**config.mk**
```make
export PLATFORM = sky130hd
export DESIGN_NAME = seq_signed_divider_flat
export DESIGN_NICKNAME = d
export VERILOG_FILES = /design/src/rtl/seq_signed_divider_pkg.sv /design/src/rtl/seq_signed_divider_if.sv /design/src/rtl/seq_signed_divider_restore_step.sv /design/src/rtl/seq_signed_divider.sv /design/src/flat_wrapper.sv
export SDC_FILE = /design/constraint.sdc
export NUM_CORES = 1
export LEC_CHECK = 0
export BUFFER_PORTS_ARGS = -buffer_cell sky130_fd_sc_hd__buf_2
export CAP_MARGIN = 25
export CORE_ASPECT_RATIO = 1.2
export CORE_UTILIZATION = 43
export DETAILED_ROUTE_END_ITERATION = 16
export PLACE_DENSITY = 0.71
export SYNTH_ARGS = -nofsm -noshare
export SYNTH_HDL_FRONTEND = slang
export SYNTH_SLANG_ARGS = --single-unit
```
**constraint.sdc**
```tcl
create_clock -name clk -period 1.8 [get_ports clk]
set_input_delay 0.54 -clock clk [delete_from_list [all_inputs] [get_ports clk]]
set_output_delay 0.54 -clock clk [all_outputs]
set_load 0.01 [all_outputs]
```
**src/rtl/seq_signed_divider_pkg.sv**
```systemverilog
// Shared types and helpers for the sequential signed divider.
package seq_divider_pkg;

    typedef enum logic [1:0] {IDLE, CALC, FIX} state_t;

    // The helper works at a fixed maximum width; callers zero-extend and truncate.
    localparam int MAX_WIDTH = 64;

    function automatic int cnt_width(input int width);
        return $clog2(width + 1);
    endfunction

    function automatic logic [MAX_WIDTH-1:0] apply_sign(input logic [MAX_WIDTH-1:0] mag,
                                                        input logic               neg);
        return neg ? (-mag) : mag;
    endfunction

endpackage

```
**src/rtl/seq_signed_divider_if.sv**
```systemverilog
// Request/result bundle between a requester and the sequential signed divider.
interface seq_signed_divider_if #(parameter int WIDTH = 4);
    logic             start;
    logic [WIDTH-1:0] dividend;
    logic [WIDTH-1:0] divisor;
    logic             busy;
    logic             done;
    logic [WIDTH-1:0] quotient;
    logic [WIDTH-1:0] remainder;
    logic             overflow;
    logic             div_by_zero;

    modport master (
        output start, dividend, divisor,
        input  busy, done, quotient, remainder, overflow, div_by_zero
    );

    modport slave (
        input  start, dividend, divisor,
        output busy, done, quotient, remainder, overflow, div_by_zero
    );
endinterface

```
**src/rtl/seq_signed_divider_restore_step.sv**
```systemverilog
// One restoring-division iteration on unsigned magnitudes.
// Latency: combinational.
// Backpressure: none; the caller decides when to register the result.
module div_restore_step #(
    parameter int WIDTH = 4
) (
    input  logic [WIDTH-1:0] rem_in,
    input  logic [WIDTH-1:0] quo_in,
    input  logic [WIDTH-1:0] dmag,
    output logic [WIDTH-1:0] rem_out,
    output logic [WIDTH-1:0] quo_out
);

    logic [WIDTH:0] rem_sh;
    logic [WIDTH:0] diff;
    logic           borrow;
    logic           unused_diff_msb;

    assign rem_sh = {rem_in, quo_in[WIDTH-1]};
    assign {borrow, diff} = {1'b0, rem_sh} - {2'b00, dmag};

    // The remainder stays below the divisor magnitude, so the kept trial never needs its top bit.
    assign unused_diff_msb = diff[WIDTH];

    assign rem_out = borrow ? rem_sh[WIDTH-1:0] : diff[WIDTH-1:0];
    assign quo_out = {quo_in[WIDTH-2:0], ~borrow};

endmodule

```
**src/rtl/seq_signed_divider.sv**
```systemverilog
// Signed restoring divider, one quotient bit per clock, with overflow/zero flags.
// Latency: done pulses WIDTH+1 clocks after the accept edge, for every operand pair.
// Backpressure: start is ignored while busy; no request queueing.
module seq_signed_divider
    import seq_divider_pkg::*;
#(
    parameter int WIDTH = 4
) (
    input  logic                 clk,
    input  logic                 rst,
    seq_signed_divider_if.slave  bus
);

    localparam int               CNT_W   = cnt_width(WIDTH);
    localparam logic [WIDTH-1:0] MIN_VAL = {1'b1, {(WIDTH-1){1'b0}}};

    state_t           state_q, state_d;
    logic [CNT_W-1:0] cnt_q;
    logic [WIDTH-1:0] rem_q, quo_q, dmag_q, dvd_q;
    logic [WIDTH-1:0] rem_nx, quo_nx;
    logic             dvd_neg_q, dsr_neg_q, dz_q, ov_q;
    logic [WIDTH-1:0] q_res, r_res;
    logic [WIDTH-1:0] quotient_q, remainder_q;
    logic             overflow_q, div_by_zero_q, done_q;

    div_restore_step #(.WIDTH(WIDTH)) u_step (
        .rem_in  (rem_q),
        .quo_in  (quo_q),
        .dmag    (dmag_q),
        .rem_out (rem_nx),
        .quo_out (quo_nx)
    );

    always_ff @(posedge clk or posedge rst) begin
        if (rst) state_q <= IDLE;
        else     state_q <= state_d;
    end

    always_comb begin
        state_d = state_q;
        case (state_q)
            IDLE:    if (bus.start) state_d = CALC;
            CALC:    if (cnt_q == CNT_W'(1)) state_d = FIX;
            FIX:     state_d = IDLE;
            default: state_d = IDLE;
        endcase
    end

    // Divide-by-zero bypasses the iterated result; overflow falls out of the magnitude path.
    always_comb begin
        q_res = WIDTH'(apply_sign(MAX_WIDTH'(quo_q), dvd_neg_q ^ dsr_neg_q));
        r_res = WIDTH'(apply_sign(MAX_WIDTH'(rem_q), dvd_neg_q));
        if (dz_q) begin
            q_res = '1;
            r_res = dvd_q;
        end
    end

    always_ff @(posedge clk or posedge rst) begin
        if (rst) begin
            cnt_q         <= '0;
            rem_q         <= '0;
            quo_q         <= '0;
            dmag_q        <= '0;
            dvd_q         <= '0;
            dvd_neg_q     <= 1'b0;
            dsr_neg_q     <= 1'b0;
            dz_q          <= 1'b0;
            ov_q          <= 1'b0;
            quotient_q    <= '0;
            remainder_q   <= '0;
            overflow_q    <= 1'b0;
            div_by_zero_q <= 1'b0;
            done_q        <= 1'b0;
        end else begin
            done_q <= 1'b0;
            case (state_q)
                IDLE: if (bus.start) begin
                    quo_q     <= WIDTH'(apply_sign(MAX_WIDTH'(bus.dividend), bus.dividend[WIDTH-1]));
                    dmag_q    <= WIDTH'(apply_sign(MAX_WIDTH'(bus.divisor), bus.divisor[WIDTH-1]));
                    rem_q     <= '0;
                    dvd_q     <= bus.dividend;
                    dvd_neg_q <= bus.dividend[WIDTH-1];
                    dsr_neg_q <= bus.divisor[WIDTH-1];
                    dz_q      <= (bus.divisor == '0);
                    ov_q      <= (bus.dividend == MIN_VAL) && (bus.divisor == '1);
                    cnt_q     <= CNT_W'(WIDTH);
                end
                CALC: begin
                    rem_q <= rem_nx;
                    quo_q <= quo_nx;
                    cnt_q <= cnt_q - CNT_W'(1);
                end
                FIX: begin
                    quotient_q    <= q_res;
                    remainder_q   <= r_res;
                    overflow_q    <= ov_q;
                    div_by_zero_q <= dz_q;
                    done_q        <= 1'b1;
                end
                default: ;
            endcase
        end
    end

    assign bus.busy        = (state_q != IDLE);
    assign bus.done        = done_q;
    assign bus.quotient    = quotient_q;
    assign bus.remainder   = remainder_q;
    assign bus.overflow    = overflow_q;
    assign bus.div_by_zero = div_by_zero_q;

endmodule

```
**src/flat_wrapper.sv**
```systemverilog
// flat-port wrapper written by rule: the top's interface ports become plain ports
module seq_signed_divider_flat import seq_divider_pkg::*;
#(
    parameter int WIDTH = 4
)
  (clk, rst, bus_start, bus_dividend, bus_divisor, bus_busy, bus_done, bus_quotient, bus_remainder, bus_overflow, bus_div_by_zero);
  seq_signed_divider_if #(.WIDTH(WIDTH)) bus_i ();
  input  logic clk;
  input  logic rst;
  input wire logic [$bits(bus_i.start)-1:0] bus_start;
  input wire logic [$bits(bus_i.dividend)-1:0] bus_dividend;
  input wire logic [$bits(bus_i.divisor)-1:0] bus_divisor;
  output wire logic [$bits(bus_i.busy)-1:0] bus_busy;
  output wire logic [$bits(bus_i.done)-1:0] bus_done;
  output wire logic [$bits(bus_i.quotient)-1:0] bus_quotient;
  output wire logic [$bits(bus_i.remainder)-1:0] bus_remainder;
  output wire logic [$bits(bus_i.overflow)-1:0] bus_overflow;
  output wire logic [$bits(bus_i.div_by_zero)-1:0] bus_div_by_zero;
  assign bus_i.start = bus_start;
  assign bus_i.dividend = bus_dividend;
  assign bus_i.divisor = bus_divisor;
  assign bus_busy = bus_i.busy;
  assign bus_done = bus_i.done;
  assign bus_quotient = bus_i.quotient;
  assign bus_remainder = bus_i.remainder;
  assign bus_overflow = bus_i.overflow;
  assign bus_div_by_zero = bus_i.div_by_zero;
  seq_signed_divider #(.WIDTH(WIDTH)) u_core (.clk(clk), .rst(rst), .bus(bus_i));
endmodule
```
Word level (Yosys, flattened, before mapping)

Index checks and enable logic that the tools add are counted.

Register bits: 36
Bits of input ports: 11
Word-level logic and storage cells: 55

Add/subtract/negate cells: 6
Equality and inequality tests: 7
Multiplexer cells: 17
Bitwise gates (word level): 2
Reduce and logical (&&, ||, !) cells: 8

Operators by type and width:

| kind                                                                    | count |
|---|---|
| 4-bit two-way mux                                                       | 9 |
| 4-bit negator                                                           | 4 |
| 4-bit case mux with 2 select lines                                      | 2 |
| 4-bit == test, second input constant                                    | 2 |
| 3-bit case mux with 2 select lines                                      | 1 |
| 2-bit AND reduction                                                     | 3 |
| 5-bit by 4-bit subtractor with 6-bit output                             | 1 |
| 4-bit logical NOT                                                       | 1 |
| 2-bit two-way mux                                                       | 2 |
| 2-bit case mux with 2 select lines                                      | 1 |
| 2-bit nonzero test                                                      | 2 |
| 3-bit by 1-bit == test with 1-bit output, second input constant         | 1 |
| 3-bit two-way mux                                                       | 1 |
| 3-bit by 1-bit subtractor with 3-bit output, second input constant      | 1 |
| 2-bit by 1-bit == test with 1-bit output, second input constant         | 1 |
| 2-bit == test, second input constant                                    | 1 |
| 2-bit logical NOT                                                       | 1 |
| 2-bit by 1-bit inequality test with 1-bit output, second input constant | 1 |
| 2-bit inequality test, second input constant                            | 1 |
| 1-bit logical AND                                                       | 1 |
| 1-bit two-way mux                                                       | 1 |
| 1-bit NOT                                                               | 1 |
| 1-bit bitwise XOR                                                       | 1 |

Logic depth before layout (Yosys ltp)

Gate-level depths: netlist (run 1).

Word-level depth: 4
Mapped depth: 7

Modules after synthesis

A second synthesis (run 1) with hierarchy kept.

Cell total of the unflattened synthesis: 204
Area total of the unflattened synthesis: 1918.1 sq um

Modules (own cells, without submodules):

| module             | instances | cells each | area an instance (sq um) |
|---|---|---|---|
| seq_signed_divider | 1         | 177        | 1695.4 |
| div_restore_step   | 1         | 27         | 222.7 |

Worst setup path after synthesis (run 1)

Ideal clock, no wire load.

Path kind: register -> register
From: register u_core.rem_q[0]
To: register u_core.rem_q[0]
Arrival time: 1.511 ns
Required time: 1.654 ns
Path slack: 0.143 ns
Cell stages (with the launch flop): 6
Period minus slack after synthesis: 1.657 ns
Path through: dfrtp_1 -> ha_1 -> nor2b_1 -> o31ai_1 -> and2_1 -> o311ai_0

Word-level cells in the longest chain between the ends: 3

RTL lines:

| what                                        | RTL line                              | RTL |
|---|---|---|
| start: declaration                          | seq_signed_divider.sv:19              | `logic [WIDTH-1:0] rem_q, quo_q, dmag_q, dvd_q;` |
| start signal: assignment                    | seq_signed_divider.sv:90              | `rem_q <= rem_nx;` |
| 5-bit by 4-bit subtractor with 6-bit output | seq_signed_divider_restore_step.sv:20 | `assign {borrow, diff} = {1'b0, rem_sh} - {2'b00, dmag};` |
| 4-bit two-way mux                           | seq_signed_divider_restore_step.sv:25 | `assign rem_out = borrow ? rem_sh[WIDTH-1:0] : diff[WIDTH-1:0];` |
| 4-bit case mux with 2 select lines          | seq_signed_divider.sv:77              | `case (state_q)` |

No other way between the ends.
A chain may end at the register's enable or synchronous reset.

Final worst setup path (run 1)

From: register u_core.state_q[0]
To: output bus_busy

Word-level cells in the longest chain between the ends: 1

RTL lines:

| what                     | RTL line                  | RTL |
|---|---|---|
| start: declaration       | seq_signed_divider.sv:17  | `state_t state_q, state_d;` |
| start signal: assignment | seq_signed_divider.sv:36  | `else state_q <= state_d;` |
| 2-bit nonzero test       | seq_signed_divider.sv:106 | `assign bus.busy = (state_q != IDLE);` |
| end: declaration         | flat_wrapper.sv:13        | `output wire logic [$bits(bus_i.busy)-1:0] bus_busy;` |

No other way between the ends.

==> reports/qor.yml, run 1 <==
layout:
  fillers: 364
  syn2layout_area_growth_pct: 17.5
  final_area_mm2: 0.00219
  nets: 254
  n_antenna_cell: 0
  drive_above_1_share_pct: 19.0
  fin_cells: 286
timing:
  finalSetupViolations: 0
  fin_crit_sh_pct: 97.1
  holdWs_ns: 0.329
  hold_viol_final: 0
  min_period_ns: 1.75
  grt_setup_unrepaired: "no"
  fin_worst_skew_ns: 0.0112
  slew_violations: 0
  max_freq_mhz: 572
  worst_slew_pin_slew_ns: 0.438
  max_slew_margin_pct: 70.8
  fin_setup_tns_ns: 0
synthesis:
  yosys_warnings: 0
  synth-async-reset-ratio_pct: 100
  synth_enable_flop_cells: 0
  synth.most_common_cell: "dfrtp_1"
  yosysTopAreaCell: "dfrtp_1"
  synth.area.top_cells: "dfrtp_1, ha_1, nand2_1, o21ai_0, inv_1"
  netlist_area_mm2: 0.00186
  yosysSeqAreaShare_pct: 47.0
  ys_types: 39
  synth_top_area_share_pct: 47.0
  synth_flop_cell: "dfrtp_1"
  synth_fp_nets: 222
  syn-instance-count: 199
  ys_seq_elements: 35
  avgSynthCellArea_um2: 9.36
  synth_common_cells: "dfrtp_1, nand2_1, o21ai_0"
setup_path:
  path_max_fanout: 11
  crit_type: "flip-flop to output port"
  crit_start: "u_core.state_q[0]"
  r2r_start: "u_core.dmag_q[1]"
  required_ns: 1.26
  endpoint_kind: "output port"
  start_kind: "flip-flop"
  arrival_ns: 1.21
run_status:
  status: "complete, no violations"
detailed_routing:
  wl_per_cell_um: 12.8
  vias: 1456
  first_pass_iters: 4
  routed_wl_um: 3670
  route.detailed.drc: 0
  vias_per_cell: 5.09
  ant_nets: 0
  drt_iter0_markers: 60
power_and_ir_drop:
  power_frac_comb_pct: 44.3
  clkPwrFrac_pct: 18.9
  p_leak_nw: 1.05
  p_seq_share_pct: 36.8
  p_int_w: 0.00229
  power_w: 0.00375
  switching_power_w: 0.00145
  switching_share_pct: 38.8
  power_density_mw_per_mm2: 1710
  vdd_ir_drop_max_mv: 0.774
floorplanning:
  die_w_um: 62.1
  rows: 25
  ios: 23
  start_util_pct: 46.2
  dieArea_mm2: 0.00460
  coreArea_mm2: 0.00404
  die_h_um: 74.1
hold_path:
  hold_path_class: "input pin to asynchronous set/reset pin"
placed_design:
  finalWeightedCongestion: 0.815
  place_area_mm2: 0.00207
  io_buffers: 22
  dpl.hpwl_um: 2860
  place_inst: 278
grt:
  grt_max_degree: 36
  grt_overflow: 0
  gr-usage-all-layers_pct: 19.0
  grt_pass1_wl_um: 6150
  antenna_found_initial: 0
  grt_pass1_vias: 1346
clocking:
  hold_buffers: 0
  cts_tree: "built"
  cts_made_buffers: 5
  clk_latency_ns: 0.30
  post_cts_buffers: 0
  htree_levels: 2
  clkSinkCount: 35
  postCtsResizedCells: 0
  cts_max_path_buffers: 2
  clk_pin_slew_ns: 0.08
  clockRootBuffer: "clkbuf_8"
flow_run:
  max_cap_viol_count: 0
[critical path, stage by stage, from the launching register on]
cell and delay [ns]:
dfrtp_2 0.48, or2_2 0.30, buf_2 0.14
[power groups by stage]
| stage | Sequential, W | Combinational [W] | Clock [W] |
|---|---|---|---|
| finish | 0.00138 | 0.00166 | 0.000709 |
| global route | 0.00143 | 0.00192 | 0.000765 |
| CTS | 0.00138 | 0.00168 | 0.000727 |
| detailed placement | 0.00139 | 0.00167 | 0 |
| global placement | 0.00138 | 0.00163 | 0 |
| floorplan | 0.00137 | 0.00118 | 0 |
[cell type report]
cell class	instances	area, um2	share of cell area (%)
multi-input cells	138	878	40.1
flip-flops and latches	35	877	40.1
repair buffers	31	178	8.12
inverters	20	75.1	3.43
clock buffers	5	68.8	3.14
well taps	54	67.6	3.09
clock inverters	3	43.8	2.00
[placed cells by master, fill, tap and decap left out, types with 2 or more instances in the layout]
cell type / netlist / layout
nand3_1: 2 / 2
a31oi_1: 4 / 4
nor3_1: 2 / 2
nand2_1: 33 / 33
clkbuf_8: 0 / 5
xnor2_1: 6 / 6
o21ai_0: 23 / 23
buf_2: 3 / 22
nor2b_1: 4 / 4
nor2_1: 11 / 11
nand4_1: 4 / 4
nand2b_1: 3 / 3
o311ai_0: 2 / 2
buf_4: 0 / 9
ha_1: 11 / 11
a22oi_1: 4 / 4
nor4b_1: 2 / 2
dfrtp_1: 35 / 34
o211ai_1: 3 / 3
mux2i_1: 4 / 4
a21oi_1: 3 / 3
and2_1: 2 / 2
inv_1: 19 / 19
[worst paths after layout]
check / end / slack (ns) / cells after the start
setup / recovery: bus_busy / 0.05 / 2
hold / removal: u_core.bus.done / 0.33 / 3
min in group clk: u_core.bus.overflow / 0.47 / 2
max in group asynchronous: u_core.state_q[0] / 1.13 / 3
hold reg to reg: u_core.bus.overflow / 0.47 / 2
setup reg to reg: u_core.rem_q[0] / 0.17 / 6
[metal layers]
metal | track usage, % | share of wire, % | vias up
met1 | 23.1 | 43 | 666
met3 | 5.22 | 4.0 | 7
met5 | 0 | 0 | -
met4 | 10.9 | 2.6 | 0
met2 | 29.7 | 51 | 37
li1 | - | - | 746
[state kept, by name (all words and copies together), names as in the netlist, 2 cells and up]
name and cells:
u_core.bus.quotient 4, u_core.bus.remainder 4, u_core.cnt_q 3, u_core.dmag_q 4, u_core.dvd_q 3, u_core.quo_q 4, u_core.rem_q 4, u_core.state_q 2
[kinds of logic after synthesis]
group	Yosys count	share of synthesized area, %
multiplexers	4	2.15
buffers and inverters	26	5.84
AND/OR/NAND/NOR	69	18.1
XOR/XNOR	7	3.29
adder cells (fa/ha/maj)	12	8.46
flip-flops	35	47.0
AO/OA/AOI/OAI	46	15.2
[stage by stage]
stage | utilization, % | setup WS [ns]
5_1_grt | 54.2 | 0.00631
2_1_floorplan | - | 0.143
3_5_place_dp | 51.4 | 0.143
4_1_cts | 54.2 | 0.00471
3_3_place_gp | 51.4 | 0.177
6_report | 54.2 | 0.0514
Note: power is estimated with default switching activity, not from simulation.
==> run 2, diff against run 1 <==
--- a/config.mk
+++ b/config.mk
@@ -11,6 +11,7 @@
 export CORE_UTILIZATION = 43
 export DETAILED_ROUTE_END_ITERATION = 16
 export PLACE_DENSITY = 0.71
+export SETUP_SLACK_MARGIN = 0.3
 export SYNTH_ARGS = -nofsm -noshare
 export SYNTH_HDL_FRONTEND = slang
 export SYNTH_SLANG_ARGS = --single-unit
==> run 2 against run 1 <==
Sequential share of layout area decreased by 2.6 points. Utilization increased by 3.8 points. Worst hold slack gained 0.021 ns. Via count up 3.8%. Power up 9.5%. Non-clock buffer count grew 10. First-iteration DRC count is 40% higher. Clock skew down 0.0062 ns.
==> reports/qor.yml, run 2 (same netlist as run 1, synthesis figures left out) <==
floorplanning:
  rows: 25  # unchanged
  dieArea_mm2: 0.00460  # unchanged
  die_h_um: 74.1  # unchanged
  coreArea_mm2: 0.00404  # unchanged
  start_util_pct: 46.2  # unchanged
  ios: 23  # unchanged
  die_w_um: 62.1  # unchanged
setup_path:
  endpoint_kind: "flip-flop"
  path_max_fanout: 7  # -4
  r2r_slack_ns: 0.21  # +0.04 ns
  crit_type: "flip-flop to flip-flop"
  required_ns: 2.01  # +0.75 ns
  reg2reg_depth: 4  # -2
  arrival_ns: 1.80  # +0.59 ns
  start_kind: "flip-flop"
detailed_routing:
  ant_nets: 0  # unchanged
  first_pass_iters: 4  # unchanged
  vias_per_cell: 5.11  # +0.34%
  routed_wl_um: 3990  # +8.6%
  route.detailed.drc: 0  # unchanged
  wl_per_cell_um: 13.5  # +4.9%
  vias: 1512  # +3.8%
  drt_iter0_markers: 84  # +40%
layout:
  syn2layout_area_growth_pct: 25.6
  final_cell_mix: "dfrtp_1, nand2_1, o21ai_0, buf_2, buf_4"
  drive_above_1_share_pct: 27.3  # +8.3 points
  fin_cells: 296  # +3.5%
  n_antenna_cell: 0  # unchanged
  nets: 264  # +3.9%
  final_common_cell: "dfrtp_1"
  fin_util_pct: 58.0  # +3.8 points
grt:
  grt_overflow: 0  # unchanged
  grt_pass1_wl_um: 6540  # +6.4%
  antenna_found_initial: 0  # unchanged
  grt_pass1_vias: 1412  # +4.9%
  grt_max_degree: 36  # unchanged
  gr-usage-all-layers_pct: 19.6  # +0.67 points
timing:
  grt_setup_unrepaired: "yes"
  max_slew_margin_pct: 70.3  # -0.51 points
  max_freq_mhz: 627  # +9.7%
  fin_crit_sh_pct: 88.5  # -8.6 points
  slew_violations: 0  # unchanged
  worst_slew_pin_slew_ns: 0.445  # +0.00766 ns
  fin_worst_skew_ns: 0.00498  # -0.00619 ns
  min_period_ns: 1.59  # -0.155 ns
  finalSetupViolations: 0  # unchanged
  hold_viol_final: 0  # unchanged
  layout_setup_ws_ns: 0.206  # +0.155 ns
  fin_setup_tns_ns: 0  # unchanged
power_and_ir_drop:
  p_leak_nw: 1.11  # +5.2%
  vdd_ir_drop_max_mv: 0.646  # -17%
  power_density_mw_per_mm2: 1750  # +2.4%
  power_w: 0.00410  # +9.5%
clocking:
  cts_max_path_buffers: 2  # unchanged
  clockRootBuffer: "clkbuf_8"
  cts_tree: "built"
  clk_pin_slew_ns: 0.07  # about the same
  clk_latency_ns: 0.28  # -0.02 ns
  cts_made_buffers: 5  # unchanged
  htree_levels: 2  # unchanged
  clkSinkCount: 35  # unchanged
placed_design:
  preCtsSetupSlack_ns: 0.115  # -0.0290 ns
  dpl.hpwl_um: 2800  # -2.0%
  io_buffers: 22  # unchanged
  finalWeightedCongestion: 0.826  # +1.3%
  place_inst: 276  # -0.72%
flow_run:
  max_cap_viol_count: 0  # unchanged
hold_path:
  hold_path_class: "input pin to asynchronous set/reset pin"
run_status:
  status: "complete, no violations"
==> run 2: layout make-up <==
cell class	count	area (um2)
multi-input combinational	138	972
timing repair buffer	41	267
fill	350	1700
clock inverter	1	5.00
tap	54	67.6
sequential	35	877
inverter	20	75.1
clock buffer	7	76.3
==> run 2: power breakdown <==
group	total [W]	internal [W]	switching [W]
registers	0.00136	0.00112	0.000244
clock network	0.000550	0.000272	0.000278
logic	0.00219	0.00108	0.00111
total	0.00410	0.00247	0.00163
==> run 2: metal layers <==
metal  GRT usage (%)  share of wire, %
met1            25.2                44
met2            32.2                51
met3            4.87               3.1
met4            6.17               1.7
met5               0                 0
==> run 2: what timing repair did <==
action                     CTS  global route
pin swaps                    1             7
setup buffers                6             6
setup endpoints to repair    7            11
hold buffers                 0             0
resized for setup           10            10
==> run 2: worst max-delay path, cell delays in order, from the launching register on <==
cell,delay [ns]
dfrtp_2,0.42
buf_6,0.13
or4b_1,0.47
o32a_1,0.34
o21ai_1,0.15
==> run 2: path summary, 6_finish.rpt <==
| path | startpoint | endpoint |
|---|---|---|
| setup / recovery | u_core.state_q[1] | u_core.quo_q[3] |
| hold / removal | rst | u_core.bus.done |
| setup reg to reg | u_core.state_q[1] | u_core.quo_q[3] |
| hold reg to reg | u_core.bus.overflow | u_core.bus.overflow |
| max in group asynchronous | rst | u_core.state_q[1] |
| min in group clk | u_core.bus.overflow | u_core.bus.overflow |
==> run 2: stage by stage <==
| step | instance area (um2) | hold slack (ns) |
|---|---|---|
| after global routing | 2340 | 0.417 |
| after floorplan | 1890 | 0.439 |
| after CTS | 2260 | 0.372 |
| after detailed placement | 2090 | 0.460 |
| after global placement | 2090 | 0.453 |
| final | 2340 | 0.349 |
==> run 3, diff against run 2 <==
--- a/config.mk
+++ b/config.mk
@@ -8,9 +8,9 @@
 export BUFFER_PORTS_ARGS = -buffer_cell sky130_fd_sc_hd__buf_2
 export CAP_MARGIN = 25
 export CORE_ASPECT_RATIO = 1.2
-export CORE_UTILIZATION = 43
+export CORE_UTILIZATION = 51
 export DETAILED_ROUTE_END_ITERATION = 16
-export PLACE_DENSITY = 0.71
+export PLACE_DENSITY = 0.81
 export SETUP_SLACK_MARGIN = 0.3
 export SYNTH_ARGS = -nofsm -noshare
 export SYNTH_HDL_FRONTEND = slang
==> run 3 against run 2 <==
The run now ends with DRC left. Clock power barely moved. Wire length rose by 4.5%. Via count rose by 1.9%. First-iteration DRC count fell by 17%. Sequential power barely moved. Clock skew fell by 0.0017 ns. Non-clock buffer count fell by 3. Largest cell class unchanged. Power fell by 0.15%. Worst hold slack got worse by 0.010 ns. Critical path type is now flip-flop to output port.
==> reports/qor.yml, run 3 (same netlist as run 1, synthesis figures left out) <==
layout:
  drive_above_1_share_pct: 28.0  # +0.76 points
  fin_cells: 276  # -6.8%
  syn2layout_area_growth_pct: 24.2
  final_cell_mix: "dfrtp_1, nand2_1, buf_2"
  n_antenna_cell: 0  # unchanged
  nets: 261  # -1.1%
  fillers: 287  # -18%
  final_common_cell: "dfrtp_1"
  fin_util_pct: 67.6  # +9.6 points
timing:
  max_slew_margin_pct: 69.9  # -0.45 points
  hold_viol_final: 0  # unchanged
  layout_setup_ws_ns: 0.185  # -0.0210 ns
  fin_worst_skew_ns: 0.00330  # -0.00168 ns
  grt_setup_unrepaired: "yes"
  max_freq_mhz: 619  # -1.3%
  worst_slew_pin_slew_ns: 0.452  # +0.00680 ns
  fin_crit_sh_pct: 89.7  # +1.2 points
  finalSetupViolations: 0  # unchanged
  holdWs_ns: 0.339  # -0.0100 ns
  fin_setup_tns_ns: 0  # unchanged
  slew_violations: 0  # unchanged
  min_period_ns: 1.61  # +0.0210 ns
detailed_routing:
  vias_per_cell: 5.58  # +9.3%
  vias: 1541  # +1.9%
  route.detailed.drc: 3  # +3
  drt_iter0_markers: 70  # -17%
  wl_per_cell_um: 15.1  # +12%
  ant_nets: 0  # unchanged
  first_pass_iters: 10  # +6
  routed_wl_um: 4170  # +4.5%
placed_design:
  place_inst: 259  # -6.2%
  preCtsSetupSlack_ns: 0.116  # +0.00100 ns
  io_buffers: 22  # unchanged
  dpl.hpwl_um: 2810  # +0.30%
  finalWeightedCongestion: 0.815  # -1.3%
setup_path:
  endpoint_kind: "output port"
  arrival_ns: 1.07  # -0.73 ns
  start_kind: "flip-flop"
  required_ns: 1.26  # -0.75 ns
  path_max_fanout: 5  # -2
  crit_type: "flip-flop to output port"
grt:
  antenna_found_initial: 0  # unchanged
  grt_pass1_vias: 1525  # +8.0%
  grt_pass1_wl_um: 6640  # +1.5%
  grt_max_degree: 36  # unchanged
  gr-usage-all-layers_pct: 22.6  # +3.0 points
  grt_overflow: 0  # unchanged
floorplanning:
  die_h_um: 68.2  # -8.0%
  die_w_um: 57.2  # -7.9%
  ios: 23  # unchanged
  start_util_pct: 54.4  # +8.2 points
  rows: 23  # -8.0%
  coreArea_mm2: 0.00342  # -15%
  dieArea_mm2: 0.00390  # -15%
clocking:
  htree_levels: 2  # unchanged
  clk_latency_ns: 0.28  # about the same
  hold_buffers: 0  # unchanged
  clockRootBuffer: "clkbuf_8"
  cts_tree: "built"
  clkSinkCount: 35  # unchanged
  clk_pin_slew_ns: 0.07  # about the same
  cts_made_buffers: 5  # unchanged
  cts_max_path_buffers: 2  # unchanged
hold_path:
  hold_path_class: "input pin to asynchronous set/reset pin"
run_status:
  status: "complete, but fails checks"
  violations: "DRC"
power_and_ir_drop:
  vdd_ir_drop_max_mv: 0.750  # +16%
  p_leak_nw: 1.10  # -0.55%
  power_density_mw_per_mm2: 1770  # +0.99%
flow_run:
  max_cap_viol_count: 0  # unchanged
-- run 3: path summary, 6_finish.rpt --
check / slack, ns / endpoint / depth (start not counted) / from
worst max-delay path: 0.19 / bus_busy / 2 / u_core.state_q[0]
worst min-delay path: 0.34 / u_core.bus.quotient[2] / 3 / rst
worst max register to register: 0.23 / u_core.rem_q[0] / 5 / u_core.rem_q[2]
worst min register to register: 0.48 / u_core.bus.remainder[2] / 2 / u_core.bus.remainder[2]
max in group asynchronous: 1.12 / u_core.state_q[1] / 3 / rst
min in group clk: 0.48 / u_core.bus.remainder[2] / 2 / u_core.bus.remainder[2]
-- run 3: area by class of cell --
cell class	instances	area (um2)	share of cell area, %
clock buffers	7	76.3	3.30
clock inverters	1	5.00	0.216
well taps	37	46.3	2.00
inverters	20	77.6	3.35
multi-input cells	138	987	42.7
repair buffers	38	244	10.5
flip-flops and latches	35	877	37.9
-- run 3: layer usage --
metal  vias to the layer above  routed length (um)  GRT usage [%]
met5                         -                   0              0
met4                         0                  33           7.01
met3                         5                 135           6.43
met2                        36                2200           42.1
met1                       737                1790           25.1
li1                        763                   -              -
-- run 3: what timing repair did --
item,in CTS,in global routing
resized for setup,10,16
setup buffers,5,4
cloned,0,0
endpoints found under the setup margin,9,18
hold endpoints to repair,0,0
pin swaps,5,5
-- run 3: metrics by stage --
stage | instance area [um2] | power (W)
after detailed placement | 2060 | 0.00317
final | 2310 | 0.00410
after global placement | 2060 | 0.00308
after floorplan | 1890 | 0.00267
after CTS | 2240 | 0.00392
after global routing | 2310 | 0.00441
-- run 3: power by group --
part | switching (W) | internal [W] | total, W
clock | 0.000278 | 0.000272 | 0.000550
sequential | 0.000260 | 0.00112 | 0.00138
combinational | 0.00112 | 0.00105 | 0.00217
total | 0.00166 | 0.00243 | 0.00410
-- run 3: critical path: stages (launching register included) --
cell	delay (ns)
dfrtp_1	0.43
or2_4	0.25
buf_6	0.12
